[config.mk]
export PLATFORM = sky130hd
export DESIGN_NAME = axis_ingress
export DESIGN_NICKNAME = d
export VERILOG_FILES = /design/src/rtl/axis_ingress.sv
export SDC_FILE = /design/constraint.sdc
export NUM_CORES = 1
export LEC_CHECK = 0
export BUFFER_PORTS_ARGS = -buffer_cell sky130_fd_sc_hd__buf_2
export CELL_PAD_IN_SITES_DETAIL_PLACEMENT = 0
export CELL_PAD_IN_SITES_GLOBAL_PLACEMENT = 1
export CORE_MARGIN = 4
export CORE_UTILIZATION = 40
export DETAILED_ROUTE_END_ITERATION = 12
export PLACE_DENSITY_LB_ADDON = 0.1
export REMOVE_ABC_BUFFERS = 1
export SLEW_MARGIN = 40
export SYNTH_ARGS = -nofsm -noshare
export SYNTH_HDL_FRONTEND = slang
export SYNTH_SLANG_ARGS = --single-unit
[constraint.sdc]
create_clock -name clk -period 5.4 [get_ports clk]
set_input_delay 1.08 -clock clk [delete_from_list [all_inputs] [get_ports clk]]
set_output_delay 1.08 -clock clk [all_outputs]
set_load 0.05 [all_outputs]
[src/rtl/axis_ingress.sv]
// axis_ingress: AXI4-Stream ingress skid buffer that tags beats with sof/index and reports per-frame byte totals
module axis_ingress #(
  parameter int DATA_WIDTH = 64,
  parameter int BEAT_IDX_W = 8
) (
  input  logic                    clk,
  input  logic                    rst_n,
  input  logic [DATA_WIDTH-1:0]   s_axis_tdata,
  input  logic [DATA_WIDTH/8-1:0] s_axis_tkeep,
  input  logic                    s_axis_tvalid,
  output logic                    s_axis_tready,
  input  logic                    s_axis_tlast,
  output logic [DATA_WIDTH-1:0]   axis_tdata_out,
  output logic [DATA_WIDTH/8-1:0] axis_tkeep_out,
  output logic                    axis_tvalid_out,
  input  logic                    axis_tready_out,
  output logic                    axis_tlast_out,
  output logic                    axis_sof_out,
  output logic [BEAT_IDX_W-1:0]   axis_beat_idx_out,
  output logic [15:0]             frame_bytes_out,
  output logic                    frame_done_out,
  output logic [31:0]             frame_count_out
);
  localparam int KW = DATA_WIDTH / 8;
  localparam int BW = DATA_WIDTH + KW + 2 + BEAT_IDX_W;
  localparam logic [1:0] EMPTY = 2'd0;
  localparam logic [1:0] ONE   = 2'd1;
  localparam logic [1:0] FULL  = 2'd2;
  logic [1:0]            state_q, state_d;
  logic                  rdy_q, rdy_d;
  logic [BW-1:0]         main_q, main_d, skid_q, skid_d, in_beat;
  logic                  open_q, open_d;
  logic [BEAT_IDX_W-1:0] cnt_q, cnt_d;
  logic [15:0]           acc_q, acc_d, bytes_q, bytes_d, pop;
  logic [16:0]           sum;
  logic                  done_q, done_d;
  logic [31:0]           fcnt_q, fcnt_d;
  logic                  accept, consume;
  // sideband tags ride in the same packed word as the data so both registers keep them aligned
  assign in_beat = {s_axis_tdata, s_axis_tkeep, s_axis_tlast, ~open_q, cnt_q};
  assign {axis_tdata_out, axis_tkeep_out, axis_tlast_out, axis_sof_out, axis_beat_idx_out} = main_q;
  assign axis_tvalid_out = state_q != EMPTY;
  assign s_axis_tready   = rdy_q;
  assign frame_bytes_out = bytes_q;
  assign frame_done_out  = done_q;
  assign frame_count_out = fcnt_q;
  always_comb begin
    accept  = s_axis_tvalid & rdy_q;
    consume = (state_q != EMPTY) & axis_tready_out;
    pop = '0;
    for (int i = 0; i < KW; i++) pop = pop + 16'(s_axis_tkeep[i]);
    sum = {1'b0, open_q ? acc_q : 16'd0} + {1'b0, pop};
    state_d = state_q;
    main_d  = main_q;
    skid_d  = skid_q;
    if (state_q == EMPTY) begin
      state_d = accept ? ONE : EMPTY;
      main_d  = accept ? in_beat : main_q;
    end else if (state_q == ONE) begin
      main_d  = (accept & consume) ? in_beat : main_q;
      skid_d  = (accept & ~consume) ? in_beat : skid_q;
      state_d = (accept & ~consume) ? FULL : (consume & ~accept) ? EMPTY : ONE;
    end else if (consume) begin
      state_d = ONE;
      main_d  = skid_q;
    end
    rdy_d   = state_d != FULL;
    done_d  = accept & s_axis_tlast;
    open_d  = accept ? ~s_axis_tlast : open_q;
    cnt_d   = !accept ? cnt_q : s_axis_tlast ? '0 : (&cnt_q) ? cnt_q : cnt_q + BEAT_IDX_W'(1);
    acc_d   = !accept ? acc_q : sum[16] ? 16'hFFFF : sum[15:0];
    bytes_d = done_d ? acc_d : bytes_q;
    fcnt_d  = done_d ? fcnt_q + 32'd1 : fcnt_q;
  end
  always_ff @(posedge clk) begin
    if (!rst_n) begin
      state_q <= EMPTY;
      rdy_q   <= 1'b0;
      main_q  <= '0;
      skid_q  <= '0;
      open_q  <= 1'b0;
      cnt_q   <= '0;
      acc_q   <= '0;
      bytes_q <= '0;
      done_q  <= 1'b0;
      fcnt_q  <= '0;
    end else begin
      state_q <= state_d;
      rdy_q   <= rdy_d;
      main_q  <= main_d;
      skid_q  <= skid_d;
      open_q  <= open_d;
      cnt_q   <= cnt_d;
      acc_q   <= acc_d;
      bytes_q <= bytes_d;
      done_q  <= done_d;
      fcnt_q  <= fcnt_d;
    end
  end
endmodule

==> flow_summary.json, run 1 <==
{
  "p_leak_nw": 5.859,
  "max-slew-margin-rel_pct": 51.00,
  "crit_type": "in -> reg",
  "diodes": 0,
  "grt_pass1_vias": 8194,
  "nets": 1440,
  "clock_skew_ns": 0.007852,
  "hold_class": "reg -> reg",
  "syn_area_um2": 10650,
  "worst_ep_arrival_time_ns": 4.92,
  "rr_worst_depth": 13,
  "cts_sinks": 241,
  "synth_edf_count": 0,
  "cts_resized": 0,
  "dp.cells": 1653,
  "cp_data_required_time_ns": 5.80,
  "dr_total_vias": 8736,
  "hold_viol": 0,
  "grt_usage_pct": 17.50,
  "grt_remaining_overflow": 0,
  "numPortBuffers": 209,
  "filler_cell_count": 2519,
  "numCtsBuffers": 28,
  "vias_per_cell": 5.136,
  "clk_path_buf_depth": 3,
  "yosysWarnings": 0,
  "ys_seq_elements": 241,
  "yosysSeqAreaShare_pct": 45.31,
  "drtIter0Drc": 505,
  "gp_congestion": 0.8283,
  "startpoint_type": "primary input",
  "die_h_um": 171.2,
  "rsz0062_at_grt": "no",
  "cp_max_fo": 10,
  "cts_setup_buffers": 0,
  "wire_per_inst_um": 15.64,
  "grt_max_degree": 137,
  "ir_worst_vdd_mv": 0.1928,
  "io_pins": 210,
  "syn_inst": 1183,
  "yosys_most_used_dff": "dfxtp_1",
  "power_mw": 4.546,
  "period_minus_slack_ns": 4.518,
  "ys_types": 51,
  "fin_crit_sh_pct": 83.66,
  "p_per_area_nw_per_um2": 353.7,
  "drv_slew": 0,
  "start_util_pct": 40.75,
  "synthTopCellsByArea": "dfxtp_1, nand2_1, o211a_1, mux2i_1, a21boi_0",
  "outcome": "complete, no violations",
  "worst_pin_slew_ns": 0.7351,
  "antenna_found_initial": 2,
  "htreeDepth": 1,
  "core_um2": 26130,
  "cpMaxStageDelayCell": "fa_1",
  "yosys.area.top_type": "dfxtp_1",
  "synth_common_cells": "nand2_1, dfxtp_1, a21boi_0",
  "drtPass1Iterations": 5,
  "die_area_um2": 29300,
  "insertion_delay_ns": 0.54,
  "die_width_um": 171.2,
  "ctsHoldBuffers": 0,
  "cap_violations": 0,
  "cts_tree": "yes",
  "path_cells": "buf_2 > fa_1 > inv_1 > fa_1 > fa_1 > fa_1 > inv_1 > fa_1 > a211oi_1 > nor2_1 > a31oi_2 > buf_4 > nor2b_1 > a21oi_1",
  "synth.most_common_cell": "nand2_1",
  "dpl.hpwl_um": 17180,
  "grt_pass1_wl_um": 42840,
  "crit_top_cell": "fa_1",
  "synth-async-reset-ratio_pct": 0,
  "post-route-drc-count": 0,
  "wl_um": 26600,
  "hold_path_depth": 2,
  "max_clock_freq_mhz": 221.3,
  "rows": 59,
  "final_util_pct": 49.18,
  "drive_gt1_share_pct": 20.20,
  "syn_area_per_cell_um2": 9.002,
  "synth_top_area_share_pct": 45.31,
  "postRouteAntennaNets": 0,
  "cts.reportedPaths.clkPinSlew_ns": 0.05,
  "critPathMaxStageDelay_ns": 0.54,
  "setup_viol_count_final": 0,
  "crit_path_end_kind": "register",
  "clock-root-buffer": "clkbuf_16",
  "area_growth_pct": 20.69,
  "final_cells": 1701
}
layout by cell type (no fill, tap or decap), types with 10 or more instances in the layout:
master / count
clkbuf_16: 28
xnor2_1: 23
dfxtp_1: 240
and2_1: 33
clkbuf_1: 10
nand2_1: 279
a21boi_0: 87
inv_1: 21
nand3_1: 22
nand4_1: 17
nor3_1: 14
buf_2: 208
nor2_1: 23
o211a_1: 82
mux2i_1: 81
ha_1: 10
xor2_1: 12
a21oi_1: 17
o21ai_0: 27
a31oi_1: 10
path summary, 6_finish.rpt:
path,start,endpoint,slack [ns]
setup / recovery,s_axis_tkeep[0],frame_bytes_out[1],0.88
hold / removal,skid_q[5],skid_q[5],0.46
setup reg to reg,open_q,frame_bytes_out[1],1.47
hold reg to reg,skid_q[5],skid_q[5],0.46
worst max-delay path: cells and delay by family:
family / cells / cell delay (ns)
adder cells (fa/ha/maj): 5 / 2.13
AO/OA/AOI/OAI: 3 / 0.92
AND/OR/NAND/NOR: 2 / 0.30
buffers and inverters: 4 / 0.48
power breakdown:
| group | internal [mW] | switching [mW] |
|---|---|---|
| logic | 0.239 | 0.583 |
| registers | 1.89 | 0.0635 |
| clock network | 1.05 | 0.718 |
registers in the layout (all words and copies together) (netlist names):
register / count
main_q: 82
frame_done_out: 1
s_axis_tready: 1
cnt_q: 8
frame_count_out: 32
open_q: 1
frame_bytes_out: 16
skid_q: 82
state_q: 2
acc_q: 16
cell type report:
type                       instances  area [um^2]  area share (%)
timing repair buffer             224         1239           9.638
multi-input combinational        832         5428           42.23
clock inverter                     6        66.31          0.5160
clock buffer                      42        793.3           6.172
inverter                          21        78.83          0.6133
sequential                       241         4828           37.57
tap                              335        419.2           3.261
per-stage QoR:
step	setup WS (ns)	cell area [um^2]	setup TNS, ns	hold WS [ns]
after floorplan	-5.177	10310	-456.25	0.4431
after global placement	0.3523	11940	0	0.4497
after detailed placement	0.3061	11990	0	0.4569
after CTS	0.8648	12850	0	0.4648
after global routing	0.6797	12850	0	0.4818
final	0.8822	12850	0	0.4606
layer usage:
metal	part of all wire (%)	up-vias	track usage [%]	routed length, um
li1	-	4449	-	-
met1	47	4079	23.51	12500
met2	45	159	28.38	12010
met3	5.7	45	4.367	1523
met4	2.0	4	4.409	539
met5	0.10	-	0	27
cell families (layout without fill, tap and decap cells):
kind of cell / count (synthesis) / count (layout) / share of synthesized area (%)
flops: 241 / 241 / 45.31
mux: 82 / 82 / 7.719
xor+xnor: 35 / 35 / 2.879
buf+inv: 110 / 293 / 3.936
simple gates: 437 / 437 / 18.47
compound gates: 263 / 263 / 19.57
fa+ha+maj: 15 / 15 / 2.115
Power figures use the tool's default switching activity.
==> inputs of run 2 (changes only) <==
- ABC_AREA: default -> 1
- CORE_UTILIZATION: 40 -> 36
- clock period: 5.4 -> 3.75 ns (I/O delays scaled with it)
==> run 2 against run 1 <==
  * Hold slack got worse by 0.022 ns
  * Cell count rose by 23%
  * Critical path depth rose by 3
  * Sequential power grew 44%
  * Critical path type unchanged
  * Largest power group is now the clock network
==> flow_summary.json, run 2 <==
{
  "grt_max_degree": 120,
  "io_pins": 210,
  "power_frac_comb_pct": 17.6,
  "p_int_mw": 4.957,
  "max-slew-margin-rel_pct": 49.16,
  "ir_worst_vdd_mv": 0.3411,
  "rows": 64,
  "clock_skew_ns": 0.008071,
  "worst_pin_slew_ns": 0.7626,
  "diodes": 0,
  "dr_total_vias": 10134,
  "grt_remaining_overflow": 0,
  "synth_edf_count": 0,
  "rsz0062_at_grt": "no",
  "cp_top_family": "adder cells",
  "swShare_pct": 29.82,
  "start_util_pct": 36.56,
  "cts_tree": "yes",
  "synth_common_cells": "nand2_1, dfxtp_1, a21oi_1",
  "p_per_area_nw_per_um2": 516.3,
  "yosysWarnings": 0,
  "cp_num_buf_inv": 4,
  "clkPwrFrac_pct": 42.8,
  "grt_usage_pct": 18.02,
  "outcome": "complete, no violations",
  "gp_congestion": 0.7813,
  "numPortBuffers": 209,
  "cp_data_required_time_ns": 4.16,
  "crit_type": "in -> reg",
  "seq_power_share_pct": 39.7,
  "syn_inst": 1503,
  "crit_top_cell": "fa_1",
  "crit_path_end_kind": "register",
  "syn_area_um2": 11210,
  "postRouteAntennaNets": 0,
  "finalSetupTns_ns": 0,
  "rr_worst_depth": 15,
  "filler_cell_count": 3205,
  "hold_path_depth": 2,
  "numCtsBuffers": 28,
  "startpoint_type": "primary input",
  "cts.reportedPaths.clkPinSlew_ns": 0.06,
  "seqCellArea_um2": 4828,
  "yosys_most_used_dff": "dfxtp_1",
  "cp_max_fo": 5,
  "hold_start": "main_q[73]",
  "core_um2": 30670,
  "grt_pass1_wl_um": 51180,
  "cts_sinks": 241,
  "ys_types": 42,
  "critPathMaxStageDelay_ns": 0.54,
  "period_minus_slack_ns": 3.526,
  "cp-startpoint": "s_axis_tkeep[0]",
  "wl_um": 31750,
  "dpl.hpwl_um": 20290,
  "postPlaceCellArea_um2": 12630,
  "synth-async-reset-ratio_pct": 0,
  "drive_gt1_share_pct": 23.71,
  "setup_viol_count_final": 0,
  "drv_slew": 0,
  "die_h_um": 184.5,
  "p_leak_nw": 5.732,
  "clk_path_buf_depth": 3,
  "grt_pass1_vias": 9645,
  "use_met1_pct": 25.17,
  "clock-root-buffer": "clkbuf_16",
  "final_cell_mix": "nand2_1, dfxtp_1, buf_2",
  "use_met3_pct": 3.296,
  "syn_area_per_cell_um2": 7.460,
  "yosys.area.top_type": "dfxtp_1",
  "wire_per_inst_um": 15.15,
  "worstHoldEndpoint": "main_q[73]",
  "antenna_found_initial": 3,
  "max_clock_freq_mhz": 283.6,
  "insertion_delay_ns": 0.54,
  "htreeDepth": 1,
  "r2r_start": "open_q",
  "design_area_um2": 13680,
  "cpMaxStageDelayCell": "fa_1",
  "whs_ns": 0.4390,
  "drtPass1Iterations": 5,
  "synth.most_common_cell": "nand2_1",
  "switching_power_mw": 2.106,
  "path_cells": "buf_2 > fa_1 > inv_1 > fa_1 > fa_1 > fa_1 > inv_1 > fa_1 > nand3_1 > nand3_2 > nand3_2 > nor2_2 > nor2_2 > buf_4 > nand3_1 > nand2_1 > nor2_1",
  "hold_viol": 0,
  "synthTopCellsByArea": "dfxtp_1, nand2_1, a21oi_1, mux2_2, nand3_1",
  "cap_violations": 0,
  "area_growth_pct": 22.03,
  "multi_input_area_um2": 5360,
  "final_common_cell": "nand2_1",
  "synth_top_area_share_pct": 43.03,
  "hold_class": "reg -> reg",
  "r2r_slack_ns": 0.68,
  "post-route-drc-count": 0,
  "die_area_um2": 34030,
  "nets": 1770,
  "vias_per_cell": 4.835,
  "busiest_layer": "met2",
  "die_width_um": 184.5,
  "gr-usage-met2_pct": 29.44,
  "yosysSeqAreaShare_pct": 43.03,
  "worstReg2RegEnd": "acc_q[5]",
  "worst_ep_arrival_time_ns": 3.93,
  "fin_crit_sh_pct": 94.03,
  "drtIter0Drc": 491,
  "ys_seq_elements": 241
}
run 2: cell types whose count changed after synthesis, sizes merged, moves of 66 or more:
cell / change
a21boi: -89
mux2i: -81
o211a: -82
o21ai: +80
a21oi: +173
nand3: +116
inv: +142
nor2: +94
mux2: +66
run 2: layout make-up:
type,count,share of cell area (%)
Tap cell,396,3.621
Multi-Input combinational cell,1009,39.18
Timing Repair Buffer,235,9.758
Clock buffer,42,6.465
Inverter,163,4.508
Sequential cell,241,35.29
Clock inverter,10,1.180
run 2: layer usage:
layer / wire, um / share of wire (%)
met1: 15220 / 48
met2: 14330 / 45
met3: 1623 / 5.1
met4: 544 / 1.7
met5: 34 / 0.11
run 2: cells by family after synthesis:
| logic type | Yosys count | synth area share [%] |
|---|---|---|
| compound gates | 309 | 14.07 |
| xor+xnor | 8 | 0.6250 |
| fa+ha+maj | 15 | 2.009 |
| buf+inv | 253 | 9.553 |
| flops | 241 | 43.03 |
| mux | 67 | 6.729 |
| simple gates | 610 | 23.98 |
run 2: worst max path at each step:
stage	to	slack (ns)	cells after the start
after floorplan	main_q[11]	-3.30	5
after global placement	acc_q[7]	-0.39	17
after detailed placement	acc_q[7]	-0.43	17
after CTS	acc_q[7]	0.18	17
after global routing	acc_q[5]	0.01	17
final	acc_q[5]	0.22	17
run 2: power groups by stage:
stage                     Clock (mW)  Sequential [mW]  Combinational [mW]
final                           3.02             2.80                1.24
after CTS                       3.11             2.80                1.26
after floorplan                    0             3.27               0.430
after global routing            3.22             2.82                1.35
after global placement             0             2.86                1.25
after detailed placement           0             2.86                1.25
run 2: tightest hold or removal path: cells and delay by family (launching register included):
kind	cells	cell delay (ns)
AO/OA/AOI/OAI	1	0.04
buffers and inverters	1	0.04
flip-flops	1	0.30
run 2: what timing repair did:
item                                    CTS  global route
hold buffers                              0             0
endpoints found under the setup margin    0             8
buffers inserted                          0             0
resized for setup                         0             2
run 2: stage by stage:
stage / cells / power, mW / utilization (%) / setup slack (ns)
global route: 2096 / 7.382 / 44.61 / 0.01007
global placement: 2044 / 4.106 / 41.16 / -0.3878
floorplan: 1413 / 3.697 / - / -3.295
detailed placement: 2044 / 4.111 / 41.17 / -0.4326
finish: 2096 / 7.063 / 44.61 / 0.2239
CTS: 2096 / 7.175 / 44.58 / 0.1761
